==> config.mk <==
export PLATFORM = sky130hd
export DESIGN_NAME = tlb_flat
export DESIGN_NICKNAME = d
export VERILOG_FILES = /design/src/rtl/tlb_pkg.sv /design/src/rtl/tlb_if.sv /design/src/rtl/tlb_cam.sv /design/src/rtl/tlb.sv /design/src/flat_wrapper.sv
export SDC_FILE = /design/constraint.sdc
export NUM_CORES = 2
export LEC_CHECK = 0
export CAP_MARGIN = 30
export CORE_AREA = 2 2 247 249
export CTS_BUF_LIST = sky130_fd_sc_hd__clkbuf_8 sky130_fd_sc_hd__clkbuf_16
export DETAILED_ROUTE_END_ITERATION = 8
export DIE_AREA = 0 0 249 251
export PLACE_DENSITY_LB_ADDON = 0.05
export SLEW_MARGIN = 25
export SYNTH_ARGS = -nofsm -noshare
export SYNTH_HDL_FRONTEND = slang
export SYNTH_SLANG_ARGS = --single-unit
export TNS_END_PERCENT = 5
==> constraint.sdc <==
create_clock -name clk -period 3.8 [get_ports clk]
set_input_delay 0.95 -clock clk [delete_from_list [all_inputs] [get_ports clk]]
set_output_delay 0.95 -clock clk [all_outputs]
set_load 0.05 [all_outputs]
==> src/rtl/tlb_pkg.sv <==
// tlb_pkg: shared types and constants for the translation lookaside buffer.
// Holds the entry layout, the satp CSR view and the default geometry.
// No logic, no latency; consumed by tlb_if, tlb_cam and tlb.
package tlb_pkg;

  localparam int TLB_ENTRIES = 8;
  localparam int TLB_VPN_W   = 27;
  localparam int TLB_PPN_W   = 44;

  // One cached translation: VPN tag (va[38:12]) to PPN (pa[55:12]).
  typedef struct packed {
    logic                 valid;
    logic [TLB_VPN_W-1:0] vpn;
    logic [TLB_PPN_W-1:0] ppn;
  } tlb_entry_t;

  // RV64 satp layout: MODE[63:60], ASID[59:44], PPN[43:0].
  typedef struct packed {
    logic [3:0]  mode;
    logic [15:0] asid;
    logic [43:0] ppn;
  } satp_t;

  localparam logic [3:0] SATP_MODE_BARE = 4'd0;
  localparam logic [3:0] SATP_MODE_SV39 = 4'd8;
  localparam logic [1:0] PRIV_M         = 2'b11;

  // Translation is skipped entirely in bare mode or when running in M-mode.
  function automatic logic is_bypass(input satp_t satp, input logic [1:0] priv);
    return (satp.mode == SATP_MODE_BARE) || (priv == PRIV_M);
  endfunction

endpackage

==> src/rtl/tlb_if.sv <==
// tlb_if: request/response, walker handshake and control bundle for tlb.
// Ports: req_*/resp_* (requester), walk_* (page-table walker), flush/satp/mmode.
// The slave modport is the TLB's view; master is the requester/walker side.
// Optional TLB_STATS_EN adds hit_cnt/miss_cnt driven by the TLB.
interface tlb_if;
  import tlb_pkg::*;

  logic        req_valid;
  logic [63:0] req_va;
  logic        resp_valid;
  logic [63:0] resp_pa;
  logic        resp_fault;
  logic        walk_en;
  logic [63:0] walk_va;
  logic        walk_done;
  logic [63:0] walk_pa;
  logic        walk_valid_pte;
  logic        flush;
  satp_t       satp;
  logic [1:0]  mmode;
`ifdef TLB_STATS_EN
  logic [31:0] hit_cnt;
  logic [31:0] miss_cnt;
`endif

  modport slave (
    input  req_valid, req_va, walk_done, walk_pa, walk_valid_pte, flush, satp, mmode,
    output resp_valid, resp_pa, resp_fault, walk_en, walk_va
`ifdef TLB_STATS_EN
    , output hit_cnt, miss_cnt
`endif
  );

  modport master (
    output req_valid, req_va, walk_done, walk_pa, walk_valid_pte, flush, satp, mmode,
    input  resp_valid, resp_pa, resp_fault, walk_en, walk_va
`ifdef TLB_STATS_EN
    , input hit_cnt, miss_cnt
`endif
  );

endinterface

==> src/rtl/tlb_cam.sv <==
// tlb_cam: parallel tag compare of one VPN against every TLB entry.
// Latency: purely combinational. Backpressure: none (no state).
// Ports: i_entries (entry array), i_vpn (lookup tag), o_hit, o_ppn (matched PPN).
module tlb_cam
  import tlb_pkg::*;
#(
  parameter int ENTRIES = TLB_ENTRIES
) (
  input  tlb_entry_t [ENTRIES-1:0] i_entries,
  input  logic [TLB_VPN_W-1:0]     i_vpn,
  output logic                     o_hit,
  output logic [TLB_PPN_W-1:0]     o_ppn
);

  // Fills only follow misses, so at most one entry matches; OR-ing the
  // matched PPNs therefore yields the single hit without a priority encoder.
  always_comb begin
    o_hit = 1'b0;
    o_ppn = '0;
    for (int i = 0; i < ENTRIES; i++) begin
      if (i_entries[i].valid && (i_entries[i].vpn == i_vpn)) begin
        o_hit = 1'b1;
        o_ppn = o_ppn | i_entries[i].ppn;
      end
    end
  end

endmodule

==> src/rtl/tlb.sv <==
// tlb: fully-associative TLB in front of the Sv39 page-table walker.
// Latency: bypass same cycle, hit 1 cycle after acceptance, miss = walk + 1.
// Backpressure: requester holds req_valid until resp_valid, then drops it for >=1 cycle.
// Ports: clk, reset (sync, active-high), tlb_bus (tlb_if.slave).
// Optional macro TLB_STATS_EN: saturating hit_cnt/miss_cnt on the interface.
module tlb
  import tlb_pkg::*;
#(
  parameter int ENTRIES = TLB_ENTRIES,
  parameter int VPN_W   = TLB_VPN_W,
  parameter int PPN_W   = TLB_PPN_W
) (
  input logic  clk,
  input logic  reset,
  tlb_if.slave tlb_bus
);

  localparam int PTR_W = (ENTRIES > 1) ? $clog2(ENTRIES) : 1;

  localparam logic [1:0] ST_IDLE   = 2'd0;
  localparam logic [1:0] ST_LOOKUP = 2'd1;
  localparam logic [1:0] ST_WALK   = 2'd2;
  localparam logic [1:0] ST_RESP   = 2'd3;

  logic [1:0]               r_state;
  logic [1:0]               w_state_nxt;
  tlb_entry_t [ENTRIES-1:0] r_entries;
  logic [PTR_W-1:0]         r_ptr;
  logic [63:0]              r_walk_va;
  logic                     r_walk_flushed;

  logic             w_bypass;
  logic [VPN_W-1:0] w_vpn;
  logic             w_cam_hit;
  logic [PPN_W-1:0] w_cam_ppn;
  logic             w_lookup_hit;
  logic             w_lookup_miss;
  logic             w_fill;

  assign w_bypass = is_bypass(tlb_bus.satp, tlb_bus.mmode);
  assign w_vpn    = tlb_bus.req_va[12 +: VPN_W];

  tlb_cam #(.ENTRIES(ENTRIES)) u_cam (
    .i_entries (r_entries),
    .i_vpn     (w_vpn),
    .o_hit     (w_cam_hit),
    .o_ppn     (w_cam_ppn)
  );

  // A flush in the lookup cycle must not return a translation it is invalidating.
  assign w_lookup_hit  = (r_state == ST_LOOKUP) && w_cam_hit && !tlb_bus.flush;
  assign w_lookup_miss = (r_state == ST_LOOKUP) && !w_lookup_hit;

  // A flush seen at any point of the walk (sticky flag or this cycle) drops the fill.
  assign w_fill = (r_state == ST_WALK) && tlb_bus.walk_done && tlb_bus.walk_valid_pte &&
                  !tlb_bus.flush && !r_walk_flushed;

  always_comb begin
    tlb_bus.resp_valid = 1'b0;
    tlb_bus.resp_pa    = '0;
    tlb_bus.resp_fault = 1'b0;
    w_state_nxt        = r_state;
    case (r_state)
      ST_IDLE: begin
        if (tlb_bus.req_valid) begin
          if (w_bypass) begin
            tlb_bus.resp_valid = 1'b1;
            tlb_bus.resp_pa    = tlb_bus.req_va;
          end else begin
            w_state_nxt = ST_LOOKUP;
          end
        end
      end
      ST_LOOKUP: begin
        if (w_lookup_hit) begin
          tlb_bus.resp_valid = 1'b1;
          tlb_bus.resp_pa    = 64'({w_cam_ppn, tlb_bus.req_va[11:0]});
          w_state_nxt        = ST_RESP;
        end else begin
          w_state_nxt = ST_WALK;
        end
      end
      ST_WALK: begin
        if (tlb_bus.walk_done) begin
          tlb_bus.resp_valid = 1'b1;
          tlb_bus.resp_pa    = tlb_bus.walk_pa;
          tlb_bus.resp_fault = !tlb_bus.walk_valid_pte;
          w_state_nxt        = ST_RESP;
        end
      end
      default: begin
        if (!tlb_bus.req_valid) w_state_nxt = ST_IDLE;
      end
    endcase
  end

  assign tlb_bus.walk_en = (r_state == ST_WALK);
  assign tlb_bus.walk_va = r_walk_va;

  always_ff @(posedge clk) begin
    if (reset) begin
      r_state        <= ST_IDLE;
      r_entries      <= '0;
      r_ptr          <= '0;
      r_walk_va      <= '0;
      r_walk_flushed <= 1'b0;
    end else begin
      r_state <= w_state_nxt;
      if (w_lookup_miss) r_walk_va <= tlb_bus.req_va;

      if (r_state == ST_LOOKUP)                      r_walk_flushed <= 1'b0;
      else if (r_state == ST_WALK && tlb_bus.flush)  r_walk_flushed <= 1'b1;

      if (tlb_bus.flush) begin
        for (int i = 0; i < ENTRIES; i++) r_entries[i].valid <= 1'b0;
      end else if (w_fill) begin
        r_entries[r_ptr] <= '{valid: 1'b1,
                              vpn:   r_walk_va[12 +: VPN_W],
                              ppn:   tlb_bus.walk_pa[12 +: PPN_W]};
        r_ptr <= (r_ptr == PTR_W'(ENTRIES - 1)) ? '0 : r_ptr + 1'b1;
      end
    end
  end

`ifdef TLB_STATS_EN
  logic [31:0] r_hit_cnt;
  logic [31:0] r_miss_cnt;

  // Counters survive flush; only reset clears them. Both stick at all-ones.
  always_ff @(posedge clk) begin
    if (reset) begin
      r_hit_cnt  <= '0;
      r_miss_cnt <= '0;
    end else begin
      if (w_lookup_hit  && (r_hit_cnt  != 32'hFFFF_FFFF)) r_hit_cnt  <= r_hit_cnt  + 32'd1;
      if (w_lookup_miss && (r_miss_cnt != 32'hFFFF_FFFF)) r_miss_cnt <= r_miss_cnt + 32'd1;
    end
  end

  assign tlb_bus.hit_cnt  = r_hit_cnt;
  assign tlb_bus.miss_cnt = r_miss_cnt;
`endif

endmodule

==> src/flat_wrapper.sv <==
// flat-port wrapper written by rule: the top's interface ports become plain ports
module tlb_flat import tlb_pkg::*;
#(
  parameter int ENTRIES = TLB_ENTRIES,
  parameter int VPN_W   = TLB_VPN_W,
  parameter int PPN_W   = TLB_PPN_W
)
  (clk, reset, tlb_bus_req_valid, tlb_bus_req_va, tlb_bus_walk_done, tlb_bus_walk_pa, tlb_bus_walk_valid_pte, tlb_bus_flush, tlb_bus_satp, tlb_bus_mmode, tlb_bus_resp_valid, tlb_bus_resp_pa, tlb_bus_resp_fault, tlb_bus_walk_en, tlb_bus_walk_va);
  tlb_if tlb_bus_i ();
  input logic clk;
  input logic reset;
  input wire logic [$bits(tlb_bus_i.req_valid)-1:0] tlb_bus_req_valid;
  input wire logic [$bits(tlb_bus_i.req_va)-1:0] tlb_bus_req_va;
  input wire logic [$bits(tlb_bus_i.walk_done)-1:0] tlb_bus_walk_done;
  input wire logic [$bits(tlb_bus_i.walk_pa)-1:0] tlb_bus_walk_pa;
  input wire logic [$bits(tlb_bus_i.walk_valid_pte)-1:0] tlb_bus_walk_valid_pte;
  input wire logic [$bits(tlb_bus_i.flush)-1:0] tlb_bus_flush;
  input wire logic [$bits(tlb_bus_i.satp)-1:0] tlb_bus_satp;
  input wire logic [$bits(tlb_bus_i.mmode)-1:0] tlb_bus_mmode;
  output wire logic [$bits(tlb_bus_i.resp_valid)-1:0] tlb_bus_resp_valid;
  output wire logic [$bits(tlb_bus_i.resp_pa)-1:0] tlb_bus_resp_pa;
  output wire logic [$bits(tlb_bus_i.resp_fault)-1:0] tlb_bus_resp_fault;
  output wire logic [$bits(tlb_bus_i.walk_en)-1:0] tlb_bus_walk_en;
  output wire logic [$bits(tlb_bus_i.walk_va)-1:0] tlb_bus_walk_va;
  assign tlb_bus_i.req_valid = tlb_bus_req_valid;
  assign tlb_bus_i.req_va = tlb_bus_req_va;
  assign tlb_bus_i.walk_done = tlb_bus_walk_done;
  assign tlb_bus_i.walk_pa = tlb_bus_walk_pa;
  assign tlb_bus_i.walk_valid_pte = tlb_bus_walk_valid_pte;
  assign tlb_bus_i.flush = tlb_bus_flush;
  assign tlb_bus_i.satp = tlb_bus_satp;
  assign tlb_bus_i.mmode = tlb_bus_mmode;
  assign tlb_bus_resp_valid = tlb_bus_i.resp_valid;
  assign tlb_bus_resp_pa = tlb_bus_i.resp_pa;
  assign tlb_bus_resp_fault = tlb_bus_i.resp_fault;
  assign tlb_bus_walk_en = tlb_bus_i.walk_en;
  assign tlb_bus_walk_va = tlb_bus_i.walk_va;
  tlb #(.ENTRIES(ENTRIES), .VPN_W(VPN_W), .PPN_W(PPN_W)) u_core (.clk(clk), .reset(reset), .tlb_bus(tlb_bus_i));
endmodule
# Word level (Yosys, flattened, before mapping)
# Cells that the tools add are included.
dict set report totals {
  register_bits 646
}
dict set report op_classes {
  n_addsub 1
  mux 38
  eq_ne 16
  magnitude_cmp 2
  n_reduce_logical 28
  bitwise_logic 8
}
# cell n
set ops {}
lappend ops {{$bwmux 576} 1}
lappend ops {{$mux 44} 8}
lappend ops {{$or 44x44->44} 7}
lappend ops {{$demux 72 s3} 1}
lappend ops {{$eq 27x27->1} 8}
lappend ops {{$mux 64} 3}
lappend ops {{$pmux 64 s3} 1}
lappend ops {{$mux 72} 1}
lappend ops {{$mux 56} 1}
lappend ops {{$logic_and 1x1->1} 17}
lappend ops {{$mux 1} 15}
lappend ops {{$mux 2} 4}
lappend ops {{$ne 2x2->1 const B} 3}
lappend ops {{$pmux 2 s3} 1}
lappend ops {{$eq 2x2->1 const B} 2}
lappend ops {{$logic_not 1->1} 4}
lappend ops {{$logic_not 4->1} 1}
lappend ops {{$lt 3x4->1 const B} 1}
lappend ops {{$ne 4x1->1 const B} 1}
lappend ops {{$reduce_and 4->1} 1}
lappend ops {{$reduce_or 2->1} 2}
lappend ops {{$add 3x1->3 const B} 1}
lappend ops {{$eq 3x3->1 const B} 1}
lappend ops {{$ge 3x1->1 const B} 1}
lappend ops {{7 further kinds} 7}

# Logic depth before layout (Yosys ltp)
dict set report depth {
  word_depth 19
  ltp_mapped 12
  depth_no_buf 9
}

# Cells and area by module
# Synthesis repeated with hierarchy kept, for this count alone.
dict set report unflattened {
  hier_cells 3869
  hier_area_um2 30359.1
}
# module cells_per_inst seq_area_each_um2 area_each_um2 n_inst
set modules_own_cells {}
lappend modules_own_cells {tlb 2963 12932.4 23759.0 1}
lappend modules_own_cells {tlb_cam 906 0.0 6600.1 1}

# Worst setup path after synthesis
# OpenSTA, ideal clock, no wires.
dict set report synth_timing {
  kind {input to output}
  from {input tlb_bus_req_va[27]}
  to {output tlb_bus_resp_pa[0]}
  n_path_buf 3
  cell_stages 10
  arrival_time_ns 4.002
  path_slack_ns -1.152
  cell_sequence {buf_4 xnor2_1 nand4_1 or4_1 nor4_4 or4_4 buf_4 o21ai_2 buf_2 a211oi_1}
}
dict set report synth_via {
  elab_chain_len 14
  elab_cells_between_ends 28
  cone_classes {eq/ne: 8; mux: 10; reduce/logical: 10}
}
# element line
set synth_rtl {}
lappend synth_rtl {{from (decl)} flat_wrapper.sv:13} ;# input wire logic [$bits(tlb_bus_i.req_va)-1:0] tlb_bus_req_va;
lappend synth_rtl {{$eq 27x27->1} tlb_cam.sv:21} ;# if (i_entries[i].valid && (i_entries[i].vpn == i_vpn)) begin
lappend synth_rtl {{$logic_and 1x1->1} tlb_cam.sv:21}
lappend synth_rtl {{$mux 1 (7 in a row)} tlb_cam.sv:21}
lappend synth_rtl {{$mux 1 *} tlb_cam.sv:21}
lappend synth_rtl {{$logic_and 1x1->1 * (2 in a row)} tlb.sv:51} ;# assign w_lookup_hit = (r_state == ST_LOOKUP) && w_cam_hit && !tlb_bus.flush;
lappend synth_rtl {{$mux 56 *} tlb.sv:75} ;# if (w_lookup_hit) begin
lappend synth_rtl {{$pmux 64 s3 *} tlb.sv:63} ;# case (r_state)
lappend synth_rtl {{to (decl)} flat_wrapper.sv:21} ;# output wire logic [$bits(tlb_bus_i.resp_pa)-1:0] tlb_bus_resp_pa;
# Mark *: on every way between the ends. The rest lies on a longest branch, timed or not.

# Worst setup path after layout
dict set report layout_timing {
  from {input tlb_bus_req_va[26]}
  to {output tlb_bus_resp_pa[55]}
}
dict set report layout_via {
  elab_chain_len 19
  elab_cells_between_ends 43
  cone_classes {eq/ne: 8; mux: 18; bitwise: 7; reduce/logical: 10}
}
# element line
set layout_rtl {}
lappend layout_rtl {{$eq 27x27->1} tlb_cam.sv:21}
lappend layout_rtl {{$logic_and 1x1->1} tlb_cam.sv:21}
lappend layout_rtl {{$mux 44} tlb_cam.sv:21}
lappend layout_rtl {{$or 44x44->44} tlb_cam.sv:23} ;# o_ppn = o_ppn | i_entries[i].ppn;
lappend layout_rtl {{$mux 44} tlb_cam.sv:21}
lappend layout_rtl {{$or 44x44->44} tlb_cam.sv:23}
lappend layout_rtl {{$mux 44} tlb_cam.sv:21}
lappend layout_rtl {{$or 44x44->44} tlb_cam.sv:23}
lappend layout_rtl {{[3 not listed]} -}
lappend layout_rtl {{$or 44x44->44} tlb_cam.sv:23}
lappend layout_rtl {{$mux 44} tlb_cam.sv:21}
lappend layout_rtl {{$or 44x44->44} tlb_cam.sv:23}
lappend layout_rtl {{$mux 44} tlb_cam.sv:21}
lappend layout_rtl {{$or 44x44->44} tlb_cam.sv:23}
lappend layout_rtl {{$mux 44} tlb_cam.sv:21}
lappend layout_rtl {{$mux 56 *} tlb.sv:75}
lappend layout_rtl {{$pmux 64 s3 *} tlb.sv:63}
# Marks and branches as above.

==> impl_results.md <==
* Outcome: finished, violations left
* Failing checks: negative setup slack
* Period utilization at 1.20
* Crit path from: tlb_bus_req_va[26]
* Met1 Track Usage GR at 0.519
* Fillers at 4815
* CP required at 2.85 ns
* Worst Skew at 0.0197 ns
* Maximum VDD drop at 404 uV
* Later-pin clock latency in the skew report at 0.63 ns
* Worst Reg-to-Reg Cells at 11
* Buffers on Ports at 270
* Fraction of registers with async set/reset at 0
* Leak Pwr at 13.5 nW
* Reg-to-reg startpoint: u_core.r_entries[214]$_SDFFE_PP0P_
* Max-cap viol count at 0
* RSZ-0062 raised after global routing: true
* Initial antenna violation count at 2
* R2r endpoint: u_core.tlb_bus.walk_va[45]$_SDFFE_PP0P_
* Hold crit path type: reg2reg
* CTS tree: done
* Core area at 59800 um^2
* Initial Util at 0.515
* Yosys top cell area share at 0.420
* Starting DRT DRC Count at 3720
* Via count of the routed design at 31.6k
* Final setup violation count at 65
* Critical path class: in2out
* Top FF cell, synth: dfxtp_1
* Syn-to-layout area delta at 33.2%
* Post-synth EDFFs at 0
* Die width at 249 um
* Crit end category: output pin
* Sinks on Clock Net at 646
* WL per Instance at 25.6 um
* Area leader, netlist: dfxtp_1
* Arr. time, crit path at 3.63 ns
* Vias in the first global route at 29.4k
* Avg Cell Area, Syn at 7.66 um^2
* Antenna Nets Post-Route at 0
* Io pins at 331
* Fin nets at 4491
* Final setup margin at -0.775 ns
* CTS Buf Count at 70
* Min Tclk post-route at 4.58 ns
* GR Util met2 at 0.642
* Rel. slew slack at 0.430
* Syn nets at 4227
* Flop-to-flop setup slack at 0.35 ns
* First-pass GRT wire length at 193000 um
* Largest net degree at the start of global routing at 195
* Final hold slack at 0.451 ns
* GR Overflow Total at 0
* Die area at 62500 um^2
* GRT Total Usage at 0.407
* Multi-input gate area at 17600 um^2
* Slew @ Worst Pin at 0.855 ns
* Mapped Cells at 4021
* Max Buffers Root-to-Sink at 3
* Final slew viol count at 0
* Synth unique cells at 46
* Seq cells post-synth at 646
* Share of post-route cells with drive strength above 1 at 0.181
* Hold buffers post-CTS at 0
* Fmax at 0.219 GHz
* FF+latch area at 12900 um^2
* DIE HEIGHT at 251 um
* GR Util met3 at 0.0813
* Synth warn at 0
* CP max FO at 3
* Power density cells at 470 nW/um^2
* Depth of the CTS H-tree at 3
* Clk slew on worst S/H paths at 0.06 ns
* Placer congestion estimate at 0.958
* Worst setup endpoint: tlb_bus_resp_pa[55]
* Total wire length at 131000 um
* Dpl hpwl at 83800 um
* Sequential fraction of the synthesis area at 0.420
* DP Worst Slack at -1.29 ns
* Cell Area, Synth at 30800 um^2
* Critical path startpoint category: primary input
* Residual DRC at 0
* Final hold violation count at 0
* Drt first pass iters at 5
* Root Driver: clkbuf_16
* Busiest grt layer: met2
* Top cells by area, synth: dfxtp_1, nand2_1, a21oi_1
* # rows at 90
* Vias/cell at 6.17
==> synth_stat cells, types with 3 or more instances <==
master	number
nand2_1	1208
dfxtp_1	646
a21oi_1	597
clkbuf_1	388
xnor2_1	216
nor3b_1	129
nand3_1	123
nand4_1	87
a22oi_1	80
a31oi_1	64
o21ai_0	63
a22o_1	60
o311ai_2	60
and3_1	57
o22ai_1	44
nor3_1	40
buf_4	25
nor2_1	21
a2111oi_0	14
buf_6	14
a211oi_1	12
and2_1	8
o21a_1	8
ha_1	6
inv_1	6
buf_2	5
nor4_1	5
o311ai_1	5
nor4_4	4
nor3_2	3
or2_1	3
==> metrics by stage <==
stage | utilization | std cells | TNS, ns | instance area (um^2) | power (mW)
finish | 0.686 | 5119 | -38.87 | 41000 | 19.3
global route | 0.686 | 5118 | -42.05 | 41000 | 19.7
global placement | 0.619 | 4910 | -117.62 | 37000 | 12.2
detailed placement | 0.621 | 4914 | -120.89 | 37100 | 12.2
CTS | 0.683 | 5104 | -37.02 | 40800 | 19.2
floorplan | - | 4021 | -25.94 | 31600 | 10.2
==> cell type report <==
class	instances	share of cell area
well taps	782	0.0238
flip-flops and latches	646	0.315
repair buffers	626	0.175
inverters	6	0.000549
multi-input cells	2935	0.428
clock buffers	86	0.0489
diodes	2	0.000122
clock inverters	36	0.00817
==> report_power, final <==
group          internal [mW]  switching (mW)
Clock                   4.14            2.90
Sequential              7.00           0.374
Combinational           1.90            2.97
==> routing by layer <==
| layer | routed length [um] | part of all wire | vias up |
|---|---|---|---|
| met5 | 14 | 0.00011 | - |
| met4 | 9120 | 0.070 | 2 |
| met3 | 12200 | 0.093 | 398 |
| met2 | 59000 | 0.45 | 1726 |
| met1 | 50700 | 0.39 | 15200 |
| li1 | - | - | 14300 |
==> worst min path at each step <==
stage	start	endpoint	slack [ns]	depth (start not counted)
2_1_floorplan	u_core.r_entries[291]$_SDFFE_PP0P_	u_core.r_entries[291]$_SDFFE_PP0P_	0.43	2
3_3_place_gp	u_core.r_entries[363]$_SDFFE_PP0P_	u_core.r_entries[363]$_SDFFE_PP0P_	0.44	2
3_5_place_dp	u_core.r_entries[508]$_SDFFE_PP0P_	u_core.r_entries[508]$_SDFFE_PP0P_	0.44	2
4_1_cts	u_core.r_entries[508]$_SDFFE_PP0P_	u_core.r_entries[508]$_SDFFE_PP0P_	0.45	2
5_1_grt	u_core.r_entries[114]$_SDFFE_PP0P_	u_core.r_entries[114]$_SDFFE_PP0P_	0.47	2
6_report	u_core.r_entries[309]$_SDFFE_PP0P_	u_core.r_entries[309]$_SDFFE_PP0P_	0.45	2
==> cells by family (layout without fill, tap and decap cells) <==
group / Yosys count / count (layout) / share of synthesized area
mux: 1 / 1 / 0.000325
flops: 646 / 646 / 0.420
fa+ha+maj: 6 / 6 / 0.00244
compound gates: 1014 / 1014 / 0.210
simple gates: 1698 / 1698 / 0.246
other cells: 0 / 2 / 0
buf+inv: 440 / 754 / 0.0603
xor+xnor: 216 / 216 / 0.0614
==> registers in the layout (all words and copies together), names as in the netlist <==
name	flops
u_core.r_state	2
u_core.r_entries	576
u_core.r_ptr	3
u_core.tlb_bus.walk_va	64
u_core.r_walk_flushed	1
==> cells in the final DEF, fill, tap and decap left out, types with 13 or more instances in the layout <==
| cell | count |
|---|---|
| a21oi_1 | 596 |
| a22o_1 | 60 |
| a22oi_1 | 79 |
| a31oi_1 | 64 |
| and3_1 | 51 |
| buf_12 | 136 |
| buf_4 | 247 |
| buf_6 | 33 |
| clkbuf_16 | 73 |
| clkbuf_8 | 13 |
| clkdlybuf4s50_1 | 175 |
| dfxtp_1 | 646 |
| inv_1 | 20 |
| nand2_1 | 1207 |
| nand3_1 | 121 |
| nand4_1 | 87 |
| nor3_1 | 26 |
| nor3_2 | 13 |
| nor3b_1 | 129 |
| o21ai_0 | 63 |
| o22ai_4 | 40 |
| o311ai_2 | 60 |
| xnor2_1 | 169 |
| xnor2_2 | 38 |
==> critical path, cell delays in order <==
cell      delay, ns
buf_8          0.10
buf_12         0.11
xnor2_2        0.11
nand4_1        0.20
or4_4          0.58
nor4_4         0.33
buf_6          0.15
or4_4          0.14
o211ai_4       0.10
buf_12         0.18
buf_12         0.14
buf_6          0.12
o22ai_4        0.22
buf_12         0.18
==> repair_timing <==
| action | in CTS | in global routing |
|---|---|---|
| endpoints found under the hold margin | 0 | 0 |
| setup buffers | 63 | 19 |
| gates cloned | 7 | 0 |
| setup endpoints to repair | 129 | 67 |
| pin swaps | 42 | 32 |
| resized for setup | 185 | 58 |
(Power assumes the default switching activity.)
